--- config.mk ---
export PLATFORM = sky130hd
export DESIGN_NAME = axi_lite_slave_regfile_flat
export DESIGN_NICKNAME = d
export VERILOG_FILES = /design/src/rtl/axi_lite_slave_regfile_if.sv /design/src/rtl/axi_lite_slave_regfile.sv /design/src/flat_wrapper.sv
export SDC_FILE = /design/constraint.sdc
export NUM_CORES = 1
export LEC_CHECK = 0
export BUFFER_PORTS_ARGS = -buffer_cell sky130_fd_sc_hd__clkbuf_2
export CAP_MARGIN = 10
export CORE_MARGIN = 2
export CORE_UTILIZATION = 57
export CTS_CLUSTER_SIZE = 10
export DETAILED_ROUTE_END_ITERATION = 10
export PLACE_DENSITY = 0.8
export SLEW_MARGIN = 20
export SYNTH_ARGS = -nofsm -noshare
export SYNTH_HDL_FRONTEND = slang
export SYNTH_SLANG_ARGS = --single-unit
export TNS_END_PERCENT = 10
--- constraint.sdc ---
create_clock -name aclk -period 3.3 [get_ports aclk]
set_clock_uncertainty 0.1 [all_clocks]
set_input_delay 0.165 -clock aclk [delete_from_list [all_inputs] [get_ports aclk]]
set_output_delay 0.165 -clock aclk [all_outputs]
set_load 0.02 [all_outputs]
--- src/rtl/axi_lite_slave_regfile_if.sv ---
// AXI4-Lite bus bundle between a master and the register-file slave.
interface axi_lite_slave_regfile_if #(
    parameter int unsigned ADDR_W = 32,
    parameter int unsigned DATA_W = 32
) ();
    logic [ADDR_W-1:0]   awaddr;
    logic                awvalid;
    logic                awready;
    logic [DATA_W-1:0]   wdata;
    logic [DATA_W/8-1:0] wstrb;
    logic                wvalid;
    logic                wready;
    logic [1:0]          bresp;
    logic                bvalid;
    logic                bready;
    logic [ADDR_W-1:0]   araddr;
    logic                arvalid;
    logic                arready;
    logic [DATA_W-1:0]   rdata;
    logic [1:0]          rresp;
    logic                rvalid;
    logic                rready;

    modport master (
        output awaddr, awvalid, wdata, wstrb, wvalid, bready, araddr, arvalid, rready,
        input  awready, wready, bresp, bvalid, arready, rdata, rresp, rvalid
    );

    modport slave (
        input  awaddr, awvalid, wdata, wstrb, wvalid, bready, araddr, arvalid, rready,
        output awready, wready, bresp, bvalid, arready, rdata, rresp, rvalid
    );
endinterface

--- src/rtl/axi_lite_slave_regfile.sv ---
// AXI4-Lite slave holding NUM_REGS 32-bit registers with byte-strobe writes.
// Write and read paths are independent FSMs; all bus outputs are registered.
module axi_lite_slave_regfile #(
    parameter int unsigned ADDR_W   = 32,
    parameter int unsigned DATA_W   = 32,
    parameter int unsigned NUM_REGS = 4
) (
    input logic                     aclk,
    input logic                     areset,
    axi_lite_slave_regfile_if.slave bus
);
    localparam int unsigned IdxW  = $clog2(NUM_REGS);
    localparam int unsigned StrbW = DATA_W / 8;
    localparam logic [1:0] RespOkay   = 2'b00;
    localparam logic [1:0] RespSlverr = 2'b10;

    typedef enum logic [1:0] {WIdle, WCommit, WResp} wstate_e;
    typedef enum logic       {RIdle, RData} rstate_e;

    // Any address bit above the register window makes the access a miss.
    function automatic logic in_range(input logic [ADDR_W-1:0] addr);
        return addr[ADDR_W-1:2+IdxW] == '0;
    endfunction

    logic [DATA_W-1:0] regs_q [NUM_REGS];
    logic [DATA_W-1:0] regs_d [NUM_REGS];

    wstate_e           wstate_q, wstate_d;
    logic              aw_held_q, aw_held_d;
    logic              w_held_q, w_held_d;
    logic [ADDR_W-1:0] awaddr_q, awaddr_d;
    logic [DATA_W-1:0] wdata_q, wdata_d;
    logic [StrbW-1:0]  wstrb_q, wstrb_d;
    logic              awready_q, awready_d;
    logic              wready_q, wready_d;
    logic              bvalid_q, bvalid_d;
    logic [1:0]        bresp_q, bresp_d;

    rstate_e           rstate_q, rstate_d;
    logic              arready_q, arready_d;
    logic              rvalid_q, rvalid_d;
    logic [DATA_W-1:0] rdata_q, rdata_d;
    logic [1:0]        rresp_q, rresp_d;

    logic [IdxW-1:0] aw_idx;
    logic [IdxW-1:0] ar_idx;
    logic            unused_addr_bits;

    assign aw_idx           = awaddr_q[2 +: IdxW];
    assign ar_idx           = bus.araddr[2 +: IdxW];
    assign unused_addr_bits = ^{awaddr_q[1:0], bus.araddr[1:0]};

    // Write path: capture AW and W independently, commit once both are held, then respond.
    always_comb begin
        wstate_d  = wstate_q;
        aw_held_d = aw_held_q;
        w_held_d  = w_held_q;
        awaddr_d  = awaddr_q;
        wdata_d   = wdata_q;
        wstrb_d   = wstrb_q;
        bvalid_d  = bvalid_q;
        bresp_d   = bresp_q;
        regs_d    = regs_q;
        unique case (wstate_q)
            WIdle: begin
                if (bus.awvalid && awready_q) begin
                    aw_held_d = 1'b1;
                    awaddr_d  = bus.awaddr;
                end
                if (bus.wvalid && wready_q) begin
                    w_held_d = 1'b1;
                    wdata_d  = bus.wdata;
                    wstrb_d  = bus.wstrb;
                end
                if (aw_held_d && w_held_d) begin
                    wstate_d = WCommit;
                end
            end
            WCommit: begin
                if (in_range(awaddr_q)) begin
                    for (int i = 0; i < StrbW; i++) begin
                        if (wstrb_q[i]) begin
                            regs_d[aw_idx][8*i +: 8] = wdata_q[8*i +: 8];
                        end
                    end
                    bresp_d = RespOkay;
                end else begin
                    bresp_d = RespSlverr;
                end
                bvalid_d = 1'b1;
                wstate_d = WResp;
            end
            WResp: begin
                if (bus.bready) begin
                    bvalid_d  = 1'b0;
                    aw_held_d = 1'b0;
                    w_held_d  = 1'b0;
                    wstate_d  = WIdle;
                end
            end
            default: wstate_d = WIdle;
        endcase
        // Readies follow the next state so a captured channel is never accepted twice.
        awready_d = (wstate_d == WIdle) && !aw_held_d;
        wready_d  = (wstate_d == WIdle) && !w_held_d;
    end

    // Read path: one outstanding read; data is sampled from the registers at the AR handshake.
    always_comb begin
        rstate_d = rstate_q;
        rvalid_d = rvalid_q;
        rdata_d  = rdata_q;
        rresp_d  = rresp_q;
        unique case (rstate_q)
            RIdle: begin
                if (bus.arvalid && arready_q) begin
                    if (in_range(bus.araddr)) begin
                        rdata_d = regs_q[ar_idx];
                        rresp_d = RespOkay;
                    end else begin
                        rdata_d = '0;
                        rresp_d = RespSlverr;
                    end
                    rvalid_d = 1'b1;
                    rstate_d = RData;
                end
            end
            RData: begin
                if (bus.rready) begin
                    rvalid_d = 1'b0;
                    rstate_d = RIdle;
                end
            end
            default: rstate_d = RIdle;
        endcase
        arready_d = (rstate_d == RIdle);
    end

    // State and register update; reset drops any transfer in flight.
    always_ff @(posedge aclk or negedge areset) begin
        if (!areset) begin
            for (int i = 0; i < NUM_REGS; i++) begin
                regs_q[i] <= '0;
            end
            wstate_q  <= WIdle;
            aw_held_q <= 1'b0;
            w_held_q  <= 1'b0;
            awaddr_q  <= '0;
            wdata_q   <= '0;
            wstrb_q   <= '0;
            awready_q <= 1'b0;
            wready_q  <= 1'b0;
            bvalid_q  <= 1'b0;
            bresp_q   <= RespOkay;
            rstate_q  <= RIdle;
            arready_q <= 1'b0;
            rvalid_q  <= 1'b0;
            rdata_q   <= '0;
            rresp_q   <= RespOkay;
        end else begin
            for (int i = 0; i < NUM_REGS; i++) begin
                regs_q[i] <= regs_d[i];
            end
            wstate_q  <= wstate_d;
            aw_held_q <= aw_held_d;
            w_held_q  <= w_held_d;
            awaddr_q  <= awaddr_d;
            wdata_q   <= wdata_d;
            wstrb_q   <= wstrb_d;
            awready_q <= awready_d;
            wready_q  <= wready_d;
            bvalid_q  <= bvalid_d;
            bresp_q   <= bresp_d;
            rstate_q  <= rstate_d;
            arready_q <= arready_d;
            rvalid_q  <= rvalid_d;
            rdata_q   <= rdata_d;
            rresp_q   <= rresp_d;
        end
    end

    assign bus.awready = awready_q;
    assign bus.wready  = wready_q;
    assign bus.bvalid  = bvalid_q;
    assign bus.bresp   = bresp_q;
    assign bus.arready = arready_q;
    assign bus.rvalid  = rvalid_q;
    assign bus.rdata   = rdata_q;
    assign bus.rresp   = rresp_q;
endmodule
--- src/flat_wrapper.sv ---
// flat-port wrapper written by rule: the top's interface ports become plain ports
module axi_lite_slave_regfile_flat 
#(
    parameter int unsigned ADDR_W   = 32,
    parameter int unsigned DATA_W   = 32,
    parameter int unsigned NUM_REGS = 4
)
  (aclk, areset, bus_awaddr, bus_awvalid, bus_wdata, bus_wstrb, bus_wvalid, bus_bready, bus_araddr, bus_arvalid, bus_rready, bus_awready, bus_wready, bus_bresp, bus_bvalid, bus_arready, bus_rdata, bus_rresp, bus_rvalid);
  axi_lite_slave_regfile_if #(.ADDR_W(ADDR_W), .DATA_W(DATA_W)) bus_i ();
  input logic aclk;
  input logic areset;
  input wire logic [$bits(bus_i.awaddr)-1:0] bus_awaddr;
  input wire logic [$bits(bus_i.awvalid)-1:0] bus_awvalid;
  input wire logic [$bits(bus_i.wdata)-1:0] bus_wdata;
  input wire logic [$bits(bus_i.wstrb)-1:0] bus_wstrb;
  input wire logic [$bits(bus_i.wvalid)-1:0] bus_wvalid;
  input wire logic [$bits(bus_i.bready)-1:0] bus_bready;
  input wire logic [$bits(bus_i.araddr)-1:0] bus_araddr;
  input wire logic [$bits(bus_i.arvalid)-1:0] bus_arvalid;
  input wire logic [$bits(bus_i.rready)-1:0] bus_rready;
  output wire logic [$bits(bus_i.awready)-1:0] bus_awready;
  output wire logic [$bits(bus_i.wready)-1:0] bus_wready;
  output wire logic [$bits(bus_i.bresp)-1:0] bus_bresp;
  output wire logic [$bits(bus_i.bvalid)-1:0] bus_bvalid;
  output wire logic [$bits(bus_i.arready)-1:0] bus_arready;
  output wire logic [$bits(bus_i.rdata)-1:0] bus_rdata;
  output wire logic [$bits(bus_i.rresp)-1:0] bus_rresp;
  output wire logic [$bits(bus_i.rvalid)-1:0] bus_rvalid;
  assign bus_i.awaddr = bus_awaddr;
  assign bus_i.awvalid = bus_awvalid;
  assign bus_i.wdata = bus_wdata;
  assign bus_i.wstrb = bus_wstrb;
  assign bus_i.wvalid = bus_wvalid;
  assign bus_i.bready = bus_bready;
  assign bus_i.araddr = bus_araddr;
  assign bus_i.arvalid = bus_arvalid;
  assign bus_i.rready = bus_rready;
  assign bus_awready = bus_i.awready;
  assign bus_wready = bus_i.wready;
  assign bus_bresp = bus_i.bresp;
  assign bus_bvalid = bus_i.bvalid;
  assign bus_arready = bus_i.arready;
  assign bus_rdata = bus_i.rdata;
  assign bus_rresp = bus_i.rresp;
  assign bus_rvalid = bus_i.rvalid;
  axi_lite_slave_regfile #(.ADDR_W(ADDR_W), .DATA_W(DATA_W), .NUM_REGS(NUM_REGS)) u_core (.aclk(aclk), .areset(areset), .bus(bus_i));
endmodule
==> summary.txt <==
Synth
  – Synthesis Warnings: 0
  – EDFF count, synth: 0
  – Sequential share of the synthesized area: 59.60%
  – FF+latch count, synth: 238
  – Post-Syn Area per Cell: 14.98 um2
  – Async SR Flop Fraction: 100.0%
  – Number of library cell types mapped by synthesis: 30
  – Most used flip-flop cell after synthesis: dfrtp_1
  – Post-Syn Area: ~10000 um2
  – Synth Instances: 667

Die
  – Io pins: 148
  – # rows: 48
  – Core region area: 17240 um2
  – Initial Util: between 50 and 60%
  – Die Ht: approximately 140 um
  – DIE AREA: 18610 um2
  – Die X: 136.4 um

Worst setup path
  – Worst reg2reg endpoint: u_core.regs_q[92]
  – Cells along the critical path: nor4_1, nand4_2, buf_4, nor4_4, mux2_2
  – Crit path DAT: about 2.9 ns
  – Slowest CP cell: nor4_4
  – R2r worst-path depth: 5
  – Max incr delay on CP: 0.71 ns
  – Type of the worst setup path: register to register
  – Reg2Reg Launch Point: u_core.awaddr_q[26]
  – Setup crit end kind: register
  – Crit-path max FO: 17
  – Critical path launch point type: register
  – Flop2flop setup slack: roughly 0.71 ns
  – WP data required: around 3.6 ns

STA
  – Final Max Slew Viols: 0
  – Final Hold Fails: 0
  – Least-Margin Pin Slew: 1.037 ns
  – Setup TNS: 0 ns
  – Setup repair after global routing missed its margin: false
  – Max Clock Freq: 385.6 MHz
  – Worst rel slew slack: 30.89%
  – Final count of negative-setup-slack endpoints: 0
  – Ratio of final minimum period to clock period: 78.59%
  – Final setup margin: 0.7066 ns
  – Min Clock Period, post-route: 2.593 ns

Clock tree
  – CTS tree: built
  – H-tree Lvls: 1
  – CTS max path bufs: 3
  – Clock buffer count from CTS: 27
  – Worst skew pair latency: 0.51 ns
  – CTS Root Cell: clkbuf_16
  – Clk sinks: 238
  – Setup Buffers After CTS: 0
  – CTS clock-pin slew for the worst setup and hold paths: 0.05 ns

Drt
  – ANT nets after route: 0
  – Via density: about 5.6
  – Drt total wl: 22.13 mm
  – DRT Pass-1 Iters: 4
  – Post-route DRC: 0
  – WL per Instance: 19.69 um
  – DR iter-0 viols: 243
  – Via Count: roughly 6300

Power
  – Lkg Pwr: between 5 and 6 nW
  – VDD IR max: around 460 uV
  – Pwr/cell area: 606.8 nW/um2

Layout
  – Final core occ: between 70% and 80%
  – Area delta synth->final: 24.35%
  – Commonest non-fill, non-tap cell in the layout: dfrtp_1
  – Layout cells sized above 1: a little under half
  – Post-route design area: 12430 um2
  – Final-stage net count: 1006
  – Most frequent cells in the layout: dfrtp_1, mux2_2, clkbuf_2, dlygate4sd3_1
  – Diode count: 0

Place
  – IO Port Bufs: around 140
  – DP Area: 11020 um2
  – Final GP Congestion: 0.7431
  – Place WS: 0.7175 ns
  – Post-DP HPWL: ~14 mm

Min path
  – HP Start: bus_awvalid
  – Worst Hold Class: input port to register
  – Worst-case hold path end point: u_core.aw_held_q
  – Worst Hold Depth: 3

GRT
  – Initial antenna violation count: 0
  – First-pass GRT wire length: 35.76 mm
  – Largest net degree at the start of global routing: 113
  – Number of global-route vias before repair: 6983
  – Total gr overflow: 0
  – GRT Total Usage: 24.84%

Outcome
  – Outcome: complete, no violations

Job
  – Max-cap violations: 0
[stage by stage]
stage	power [mW]	std cells	hold WS [ns]
2_1_floorplan	4.545	668	-0.2306
3_3_place_gp	4.872	1023	0.1659
3_5_place_dp	5.004	1023	0.1864
4_1_cts	7.549	1124	0.01965
5_1_grt	7.879	1124	0.07461
6_report	7.540	1124	0.05810
[per-layer routing]
metal / GRT usage, % / part of all wire (%) / vias to the layer above
met5: 0 / 0 / -
met4: 4.745 / 0.96 / 0
met3: 4.586 / 5.0 / 19
met2: 46.79 / 54 / 163
met1: 29.85 / 40 / 3301
li1: - / - / 2856
[power by group]
part           total [mW]  switching [mW]  internal, mW
Combinational        1.24           0.629         0.612
Clock                2.45            1.02          1.43
Sequential           3.85           0.461          3.39
Total                7.54            2.11          5.43
[state kept, by name, summed over array words and instances (netlist names), 2 cells and up]
register / flops
u_core.awaddr_q: 30
u_core.bus.rdata: 32
u_core.regs_q: 128
u_core.wdata_q: 32
u_core.wstate_q: 2
u_core.wstrb_q: 4
[synth_stat cells (2+ instances only)]
master	n	area (um2)
nor2_1	3	11.26
o21ai_0	40	200.2
mux4_2	32	720.7
buf_4	3	22.52
nor4_2	7	87.58
mux2_2	190	2140
buf_2	3	15.01
nand2b_1	2	12.51
nand3_1	2	10.01
or2_2	2	12.51
nor4_4	9	191.4
dfrtp_1	238	5956
or4_1	2	15.01
a21oi_1	5	25.02
nand4_2	2	25.02
clkbuf_1	17	63.81
o21a_1	2	15.01
nor4_1	14	87.58
inv_1	41	153.9
nor3_1	2	10.01
nand2_1	41	153.9
buf_1	2	7.510
[logic make-up after synthesis]
kind of cell,Yosys count,synth area share [%]
compound gates,49,2.554
buf+inv,67,2.742
flops,238,59.60
mux,222,28.62
other cells,1,0.03753
simple gates,90,6.448
[how the worst max path moves through the flow]
stage,startpoint,endpoint,slack (ns),cells past startpoint
2_1_floorplan,u_core.awaddr_q[26],u_core.regs_q[0],1.01,5
3_3_place_gp,u_core.awaddr_q[26],u_core.regs_q[51],0.76,5
3_5_place_dp,u_core.awaddr_q[26],u_core.regs_q[19],0.72,5
4_1_cts,u_core.awaddr_q[26],u_core.regs_q[92],0.66,5
5_1_grt,u_core.awaddr_q[21],u_core.regs_q[92],0.57,5
6_report,u_core.awaddr_q[26],u_core.regs_q[92],0.71,5
[cell type report]
class                   instances  area, um2
repair buffers                228       1574
clock buffers                  29      683.2
well taps                     225      281.5
inverters                      41      153.9
fillers                      1084       4810
multi-input cells             363       3779
flip-flops and latches        238       5956
[what timing repair did]
action | in CTS | in global routing
endpoints found under the hold margin | 187 | 0
setup endpoints to repair | 0 | 0
hold buffers | 72 | 0
gates resized for setup | 0 | 0
[critical path, delay by kind of cell (launching register included)]
family                 cells  cell delay, ns
flip-flops                 1            0.38
buffers and inverters      1            0.28
multiplexers               1            0.42
AND/OR/NAND/NOR            3            1.27
Note: power is estimated with default switching activity, not from simulation.
